==> src/rtl/cswap_lanes.sv <==
`default_nettype none
// ============================================================================
// Module   : cswap_lanes
// Purpose  : Multi-lane registered controlled-swap (Fredkin) stage with
//            valid/ready flow control and a saturating swap counter.
//            Each lane routes its two operands straight or crossed. The swap
//            decision comes from the lane control bit, an unsigned
//            compare-and-swap (min to A, max to B), or a forced pass/swap.
// Ports    : clk, rst_n           - clock, synchronous active-low reset
//            mode                 - 00 ctrl, 01 cmp ascending, 10 pass, 11 swap
//            in_valid/in_ready    - input handshake
//            in_ctrl/in_a/in_b    - per-lane control bit and operands
//            out_valid/out_ready  - output handshake
//            out_ctrl/out_a/out_b - registered control and lane results
//            out_swp              - per-lane swapped flag
//            swap_cnt             - saturating count of swapped lanes
// Revision : 1.0 - initial release
// ============================================================================
module cswap_lanes #(
  parameter int LANES = 4,
  parameter int WIDTH = 8,
  parameter int CNT_W = 16
) (
  input  logic                   clk,
  input  logic                   rst_n,
  input  logic [1:0]             mode,
  input  logic                   in_valid,
  output logic                   in_ready,
  input  logic [LANES-1:0]       in_ctrl,
  input  logic [LANES*WIDTH-1:0] in_a,
  input  logic [LANES*WIDTH-1:0] in_b,
  output logic                   out_valid,
  input  logic                   out_ready,
  output logic [LANES-1:0]       out_ctrl,
  output logic [LANES*WIDTH-1:0] out_a,
  output logic [LANES*WIDTH-1:0] out_b,
  output logic [LANES-1:0]       out_swp,
  output logic [CNT_W-1:0]       swap_cnt
);

  localparam logic [1:0] c_MODE_CTRL = 2'b00;
  localparam logic [1:0] c_MODE_CMP  = 2'b01;
  localparam logic [1:0] c_MODE_PASS = 2'b10;

  // Sum width holds the counter plus one beat's popcount with one carry bit,
  // so saturation is detected without any wrap.
  localparam int c_POP_W = $clog2(LANES + 1);
  localparam int c_SUM_W = ((CNT_W > c_POP_W) ? CNT_W : c_POP_W) + 1;
  localparam logic [c_SUM_W-1:0] c_CNT_MAX = {{(c_SUM_W-CNT_W){1'b0}}, {CNT_W{1'b1}}};

  logic                   r_valid;
  logic [LANES-1:0]       r_ctrl;
  logic [LANES*WIDTH-1:0] r_a;
  logic [LANES*WIDTH-1:0] r_b;
  logic [LANES-1:0]       r_swp;
  logic [CNT_W-1:0]       r_cnt;

  logic                   w_accept;
  logic [LANES-1:0]       w_swap;
  logic [LANES*WIDTH-1:0] w_a_nxt;
  logic [LANES*WIDTH-1:0] w_b_nxt;
  logic [c_SUM_W-1:0]     w_pop;
  logic [c_SUM_W-1:0]     w_sum;
  logic [CNT_W-1:0]       w_cnt_nxt;

  // Ready is forced low during reset so no beat is taken while state clears.
  assign in_ready = rst_n & (~r_valid | out_ready);
  assign w_accept = in_valid & in_ready;

  for (genvar i = 0; i < LANES; i++) begin : g_lane
    logic [WIDTH-1:0] w_la;
    logic [WIDTH-1:0] w_lb;
    logic             w_s;

    assign w_la = in_a[i*WIDTH +: WIDTH];
    assign w_lb = in_b[i*WIDTH +: WIDTH];

    always_comb begin
      w_s = 1'b0;
      case (mode)
        c_MODE_CTRL: w_s = in_ctrl[i];
        c_MODE_CMP:  w_s = (w_la > w_lb);   // equal operands stay put
        c_MODE_PASS: w_s = 1'b0;
        default:     w_s = 1'b1;
      endcase
    end

    assign w_swap[i]                 = w_s;
    assign w_a_nxt[i*WIDTH +: WIDTH] = w_s ? w_lb : w_la;
    assign w_b_nxt[i*WIDTH +: WIDTH] = w_s ? w_la : w_lb;
  end

  always_comb begin
    w_pop = '0;
    for (int i = 0; i < LANES; i++) begin
      w_pop = w_pop + c_SUM_W'(w_swap[i]);
    end
  end

  assign w_sum     = c_SUM_W'(r_cnt) + w_pop;
  assign w_cnt_nxt = (w_sum > c_CNT_MAX) ? {CNT_W{1'b1}} : w_sum[CNT_W-1:0];

  // A push with a simultaneous pop simply overwrites the register, giving
  // one beat per cycle with no bubble.
  always_ff @(posedge clk) begin
    if (!rst_n) begin
      r_valid <= 1'b0;
      r_ctrl  <= '0;
      r_a     <= '0;
      r_b     <= '0;
      r_swp   <= '0;
      r_cnt   <= '0;
    end else if (w_accept) begin
      r_valid <= 1'b1;
      r_ctrl  <= in_ctrl;
      r_a     <= w_a_nxt;
      r_b     <= w_b_nxt;
      r_swp   <= w_swap;
      r_cnt   <= w_cnt_nxt;
    end else if (out_ready) begin
      r_valid <= 1'b0;
    end
  end

  assign out_valid = r_valid;
  assign out_ctrl  = r_ctrl;
  assign out_a     = r_a;
  assign out_b     = r_b;
  assign out_swp   = r_swp;
  assign swap_cnt  = r_cnt;

endmodule
`default_nettype wire

==> config.mk <==
export PLATFORM = sky130hd
export DESIGN_NAME = cswap_lanes
export DESIGN_NICKNAME = d
export VERILOG_FILES = /design/src/rtl/cswap_lanes.sv
export SDC_FILE = /design/constraint.sdc
export NUM_CORES = 1
export LEC_CHECK = 0
export CAP_MARGIN = 30
export CORE_ASPECT_RATIO = 0.9
export CORE_MARGIN = 8
export CORE_UTILIZATION = 60
export CTS_BUF_LIST = sky130_fd_sc_hd__clkbuf_2 sky130_fd_sc_hd__clkbuf_4 sky130_fd_sc_hd__clkbuf_8
export DETAILED_ROUTE_END_ITERATION = 8
export DONT_BUFFER_PORTS = 1
export PLACE_DENSITY_LB_ADDON = 0.25
export SLEW_MARGIN = 20
export SYNTH_ARGS = -nofsm -noshare
export SYNTH_HDL_FRONTEND = slang
export SYNTH_SLANG_ARGS = --single-unit
==> constraint.sdc <==
create_clock -name clk -period 3.8 [get_ports clk]
set_clock_uncertainty 0.05 [all_clocks]
set_input_delay 0.76 -clock clk [delete_from_list [all_inputs] [get_ports clk]]
set_output_delay 0.76 -clock clk [all_outputs]
set_load 0.1 [all_outputs]
==> impl_metrics.env, run 1 <==
export IMPL_start_kind="input pin"
export IMPL_syn_nets=700
export IMPL_numCtsBuffers=9
export IMPL_num_nets_final=713
export IMPL_irDropWorstVdd_mv=0.303
export IMPL_wirelength_mm=14.2
export IMPL_synth_edf_count=0
export IMPL_synthAdderAreaFrac_pct=9.09
export IMPL_synth_top_family_by_area="compound AO/OA/AOI/OAI gates"
export IMPL_ios=164
export IMPL_vias_per_cell=6.29
export IMPL_layout_drive_gt1_share_pct=21.5
export IMPL_netlist_instances=590
export IMPL_synth_warnings=0
export IMPL_grt_overflow_total=0
export IMPL_synth_top_area_share_pct=34.2
export IMPL_die_area_um2=11900
export IMPL_grt_pass1_wl_mm=22.4
export IMPL_maxSlewViolCount=0
export IMPL_max_slew_margin_pct=31.4
export IMPL_route_detailed_drc=0
export IMPL_placed_area_um2=5540
export IMPL_powerDensity_nw_per_um2=476
export IMPL_cts_tree="done"
export IMPL_postLayoutCellArea_um2=5890
export IMPL_areaGrowthSynthToFinish_pct=13.3
export IMPL_status="finished, final reports clean"
export IMPL_r2r_start="swap_cnt[0]"
export IMPL_ys_ff_latch=89
export IMPL_wl_per_cell_um=19.5
export IMPL_synth_area_leader_cell="dfxtp_1"
export IMPL_cp_required_ns=4.00
export IMPL_fmax_mhz=271
export IMPL_crit_path_end_kind="flip-flop"
export IMPL_cts_root_buffer="clkbuf_8"
export IMPL_hp_class="in -> reg"
export IMPL_worst_path_max_fanout=3
export IMPL_start_util_pct=61.3
export IMPL_fin_crit_ns=3.70
export IMPL_drt_iter0_drc=316
export IMPL_crit_start="in_b[17]"
export IMPL_clkSlewWorstSetupHoldPaths_ns=0.09
export IMPL_track_usage_pct=23.0
export IMPL_critPathArrivalTime_ns=3.89
export IMPL_clk_latency_ns=0.34
export IMPL_layout_common_cells="dfxtp_1, nand2_1, o21ai_0"
export IMPL_port_buffers=0
export IMPL_synth_simple_area_share_pct=22.0
export IMPL_grt_pass1_vias=4386
export IMPL_synth_mux_area_share_pct=0
export IMPL_grt_max_degree=44
export IMPL_gp_congestion=0.903
export IMPL_coreArea_um2=8490
export IMPL_syn_area_per_cell_um2=8.82
export IMPL_drt_first_pass_iters=5
export IMPL_multi_input_area_um2=3160
export IMPL_place_hpwl_mm=10.5
export IMPL_die_width_um=114
export IMPL_synth_compound_gate_area_share_pct=25.2
export IMPL_critPathKind="in -> reg"
export IMPL_setup_violations=0
export IMPL_async_flop_share_pct=0
export IMPL_cts_max_level=3
export IMPL_final_hold_viol_count=0
export IMPL_synth_area_leaders="dfxtp_1, ha_1, nand4_1"
export IMPL_cts_sinks=89
export IMPL_hp_start="in_ctrl[1]"
export IMPL_vias=4574
export IMPL_fillers=690
export IMPL_synth_cell_area_um2=5200
export IMPL_postRouteAntennaNets=0
export IMPL_setup_tns_final_ns=0
export IMPL_yosys_most_used_dff="dfxtp_1"
export IMPL_final_common_cell="dfxtp_1"
export IMPL_grt_antenna_before_repair=0
export IMPL_regArea_um2=1780
export IMPL_diodes=0
export IMPL_cap_viol_max_count=0
export IMPL_ys_types=49
export IMPL_fp_dieH_um=104
export IMPL_max_clock_path_buffers=2
export IMPL_synth_xor_area_share_pct=1.68
export IMPL_post_route_period_util_pct=97.3
export IMPL_std_cell_rows=32
export IMPL_tightest_slew_ns=1.03
export IMPL_p_leak_nw=2.45
export IMPL_synth_seq_area_share_pct=34.2
-- cell usage after synthesis (2+ instances only) --
| master | n |
|---|---|
| and2_1 | 35 |
| a21boi_0 | 4 |
| nand4_1 | 40 |
| nor2b_1 | 8 |
| and4_1 | 4 |
| o211ai_1 | 16 |
| or3b_1 | 2 |
| nand2_2 | 2 |
| nor3_2 | 2 |
| a31oi_1 | 3 |
| nand2_1 | 49 |
| ha_1 | 33 |
| a21oi_1 | 20 |
| or3_1 | 2 |
| buf_6 | 10 |
| xor2_1 | 2 |
| and3_1 | 4 |
| a21o_2 | 2 |
| o21ba_1 | 2 |
| xnor2_1 | 8 |
| nor2_1 | 41 |
| o31a_1 | 2 |
| a21oi_4 | 2 |
| fa_1 | 3 |
| buf_1 | 2 |
| a211oi_4 | 2 |
| o21ba_2 | 2 |
| a221o_1 | 18 |
| nor3_1 | 6 |
| nand4bb_1 | 2 |
| dfxtp_1 | 89 |
| buf_8 | 2 |
| buf_2 | 6 |
| a221o_2 | 14 |
| o21ai_0 | 48 |
| clkbuf_1 | 21 |
| a211oi_2 | 2 |
| nand3_1 | 8 |
| o32a_2 | 2 |
| o211ai_2 | 20 |
| and4_2 | 2 |
| or2_2 | 2 |
| nand2b_1 | 2 |
| inv_1 | 39 |
-- metal layers --
metal  routed length [um]  global-route usage [%]  up-vias
li1                     -                       -     2170
met1                 5630                    26.7     2188
met2                 6720                    37.2      196
met3                 1580                    9.58       20
met4                  233                    7.41        0
met5                    0                       0        -
-- worst paths after layout --
kind | endpoint | slack, ns | cells after the start
max | swap_cnt[12] | 0.10 | 16
min | out_ctrl[1] | 0.48 | 2
max reg2reg | swap_cnt[15] | 1.19 | 11
min reg2reg | swap_cnt[3] | 0.56 | 2
-- sequential cells by signal, summed over array words and instances, names as in the netlist --
name,count
out_ctrl,4
out_b,32
out_a,32
out_swp,4
out_valid,1
swap_cnt,16
-- stage by stage --
| step | hold slack (ns) | utilization [%] | setup slack, ns | power, mW | cells |
|---|---|---|---|---|---|
| floorplan | 0.819 | - | 0.000678 | 1.92 | 590 |
| global placement | 0.535 | 64.4 | -0.175 | 1.99 | 702 |
| detailed placement | 0.538 | 65.3 | -0.248 | 2.00 | 706 |
| CTS | 0.465 | 68.3 | 0.0987 | 2.81 | 722 |
| global route | 0.468 | 69.4 | -0.00712 | 2.92 | 727 |
| finish | 0.482 | 69.4 | 0.104 | 2.80 | 727 |
-- cells by family after synthesis --
kind of cell | after synthesis
simple gates | 213
flops | 89
buf+inv | 81
compound gates | 161
xor+xnor | 10
fa+ha+maj | 36
-- layout make-up --
| type | count | share of cell area [%] |
|---|---|---|
| Timing Repair Buffer | 43 | 6.65 |
| Multi-Input combinational cell | 420 | 53.7 |
| Inverter | 40 | 2.55 |
| Clock buffer | 12 | 2.70 |
| Clock inverter | 4 | 1.68 |
| Tap cell | 119 | 2.53 |
| Sequential cell | 89 | 30.2 |
-- worst max-delay path, cell delays in order --
cell and delay, ns:
inv_2 0.02, ha_4 0.22, nor2b_1 0.13, o211ai_1 0.33, nand4bb_4 0.17, a21oi_2 0.20, fa_1 0.44, fa_2 0.38
inv_2 0.07, fa_2 0.20, and2_4 0.14, nand4_1 0.19, nor2_4 0.23, buf_6 0.12, a21oi_1 0.05, a311oi_1 0.23
-- power by group --
part | total (mW) | switching (mW) | internal, mW
Combinational | 0.386 | 0.221 | 0.166
Sequential | 1.60 | 0.592 | 1.01
Clock | 0.816 | 0.334 | 0.482
-- repair_timing --
| item | CTS | global route |
|---|---|---|
| hold buffers | 0 | 0 |
| setup buffers | 0 | 0 |
| gates resized for setup | 0 | 6 |
| setup endpoints to repair | 0 | 14 |
(Power assumes the default switching activity.)
==> run 2: changes to the inputs <==
--- a/config.mk
+++ b/config.mk
@@ -7,7 +7,6 @@
 export LEC_CHECK = 0
 export CAP_MARGIN = 30
 export CORE_ASPECT_RATIO = 0.9
-export CORE_MARGIN = 8
 export CORE_UTILIZATION = 60
 export CTS_BUF_LIST = sky130_fd_sc_hd__clkbuf_2 sky130_fd_sc_hd__clkbuf_4 sky130_fd_sc_hd__clkbuf_8
 export DETAILED_ROUTE_END_ITERATION = 8
==> run 2 against run 1 <==
Net effect:
- critical path type unchanged
- via count is 0.39% lower
- non-clock buffer count is 4 lower
- worst hold slack worse by 0.0087 ns
- largest power group unchanged
- maximum frequency is 1.5% higher
- setup slack better by 0.054 ns
- final cell count is 1.1% lower
- largest cell class unchanged
- design area is 2.9% lower
==> impl_metrics.env, run 2 (synthesis gave the netlist of run 1 again) <==
export IMPL_grt_pass1_vias=4497
export IMPL_place_hpwl_mm=9.44
export IMPL_holdBufCountCts=0
export IMPL_track_usage_pct=28.7
export IMPL_wl_per_cell_um=17.9
export IMPL_fin_ws_ns=0.158
export IMPL_maxSlewViolCount=0
export IMPL_start_util_pct=63.3
export IMPL_std_cell_rows=31
export IMPL_place_ws_ns=-0.313
export IMPL_diodes=0
export IMPL_total_power_mw=2.60
export IMPL_dp_cells=699
export IMPL_switching_share_pct=43.8
export IMPL_status="finished, final reports clean"
export IMPL_postLayoutCellArea_um2=5720
export IMPL_gp_congestion=0.878
export IMPL_crit_buf_inv=2
export IMPL_p_leak_nw=2.39
export IMPL_wirelength_mm=12.9
export IMPL_cts_sinks=89
export IMPL_pwr_share_comb_pct=14.7
export IMPL_fp_dieH_um=90.3
export IMPL_critPathArrivalTime_ns=3.87
export IMPL_p_sw_mw=1.14
export IMPL_r2r_end="swap_cnt[6]"
export IMPL_vias=4556
export IMPL_cts_tree="done"
export IMPL_areaGrowthSynthToFinish_pct=9.98
export IMPL_r2r_start="swap_cnt[0]"
export IMPL_r2r_setup_slack_ns=1.17
export IMPL_cts_max_level=3
export IMPL_route_detailed_drc=0
export IMPL_die_width_um=100
export IMPL_internal_power_mw=1.46
export IMPL_whs_ns=0.473
export IMPL_endpoint="swap_cnt[6]"
export IMPL_tightest_slew_ns=1.03
export IMPL_r2r_cells=10
export IMPL_hp_class="in -> reg"
export IMPL_vias_per_cell=6.34
export IMPL_cap_viol_max_count=0
export IMPL_grt_max_degree=44
export IMPL_worst_path_max_fanout=13
export IMPL_critPathKind="in -> reg"
export IMPL_max_clock_path_buffers=2
export IMPL_grt_antenna_before_repair=0
export IMPL_placed_area_um2=5480
export IMPL_die_area_um2=9050
export IMPL_drt_first_pass_iters=7
export IMPL_grt_pass1_wl_mm=21.3
export IMPL_slowest_stage="fa_1"
export IMPL_fmax_mhz=275
export IMPL_start_kind="input pin"
export IMPL_clk_latency_ns=0.34
export IMPL_final_common_cell="dfxtp_1"
export IMPL_cts_root_buffer="clkbuf_8"
export IMPL_crit_start="in_b[3]"
export IMPL_crit_path_end_kind="flip-flop"
export IMPL_cp_required_ns=4.02
export IMPL_path_cells="inv_1 -> ha_1 -> and4_1 -> a21oi_2 -> o31a_1 -> a21oi_2 -> fa_1 -> fa_2 -> inv_2 -> fa_2 -> and2_4 -> nand4_1 -> nor2_4 -> nand3_4 -> a21oi_1"
export IMPL_ios=164
export IMPL_drt_iter0_drc=206
export IMPL_max_slew_margin_pct=31.4
export IMPL_cp_depth=15
export IMPL_numCtsBuffers=9
export IMPL_clkPwrFrac_pct=23.9
export IMPL_clkSlewWorstSetupHoldPaths_ns=0.09
export IMPL_crit_family="adder cells"
export IMPL_layout_common_cells="dfxtp_1, nand2_1, o21ai_0"
export IMPL_critPathMaxStageDelay_ns=0.48
export IMPL_fin_crit_ns=3.64
export IMPL_port_buffers=0
export IMPL_grt_overflow_total=0
export IMPL_irDropWorstVdd_mv=0.319
export IMPL_post_route_period_util_pct=95.8
export IMPL_layout_drive_gt1_share_pct=21.2
export IMPL_num_nets_final=709
export IMPL_powerDensity_nw_per_um2=455
export IMPL_layoutNonFillerInstCount=719
export IMPL_p_seq_share_pct=61.4
export IMPL_final_hold_viol_count=0
export IMPL_hp_start="in_ctrl[3]"
export IMPL_postRouteAntennaNets=0
export IMPL_setup_violations=0
export IMPL_coreArea_um2=8220
[run 2: cell count changes in the layout (fill, tap and decap cells not counted), sizes merged]
cell      before  now
buf           40   37
bufinv         3    0
clkinv         2    3
clkinvlp       0    1
[run 2: layer usage]
metal,track usage [%],up-vias,wire (um)
li1,-,2159,-
met1,35.6,2149,5370
met3,7.51,26,1150
met4,10.0,0,295
met2,47.8,222,6090
met5,0,-,0
[run 2: through the flow]
stage / setup TNS, ns / utilization, %
2_1_floorplan: 0 / -
3_3_place_gp: -2.31 / 66.2
3_5_place_dp: -4.03 / 66.6
4_1_cts: 0 / 68.9
5_1_grt: -0.0485 / 69.6
6_report: 0 / 69.6
[run 2: cell type report]
type	instances	area, um2
clock buffer	13	166
clock inverter	3	25.0
fill	686	2500
inverter	40	150
multi-input combinational	420	3130
sequential	89	1780
tap	115	144
timing repair buffer	39	322
[run 2: worst reg2reg max path: cells and delay by family (launching register included)]
kind,cells,cell delay (ns)
adder cells (fa/ha/maj),3,1.08
AO/OA/AOI/OAI,1,0.19
buffers and inverters,2,0.13
AND/OR/NAND/NOR,4,0.78
flip-flops,1,0.34
[run 2: worst min-delay path by stage]
stage | slack [ns] | to | cells past startpoint
6_report | 0.47 | out_ctrl[3] | 2
5_1_grt | 0.46 | out_ctrl[3] | 2
4_1_cts | 0.45 | out_ctrl[3] | 2
3_5_place_dp | 0.50 | swap_cnt[12] | 2
3_3_place_gp | 0.48 | swap_cnt[12] | 2
2_1_floorplan | 0.82 | out_ctrl[0] | 2
[run 2: power groups by stage]
stage | clock network (mW) | logic (mW) | registers, mW
after global placement | 0 | 0.361 | 1.62
after CTS | 0.639 | 0.381 | 1.60
after detailed placement | 0 | 0.380 | 1.62
after global routing | 0.678 | 0.426 | 1.60
final | 0.623 | 0.382 | 1.60
after floorplan | 0 | 0.299 | 1.63
[run 2: repair_timing]
action                     in CTS  in global routing
gates resized for setup         0                  2
buffers inserted                0                  1
setup endpoints to repair       0                 14
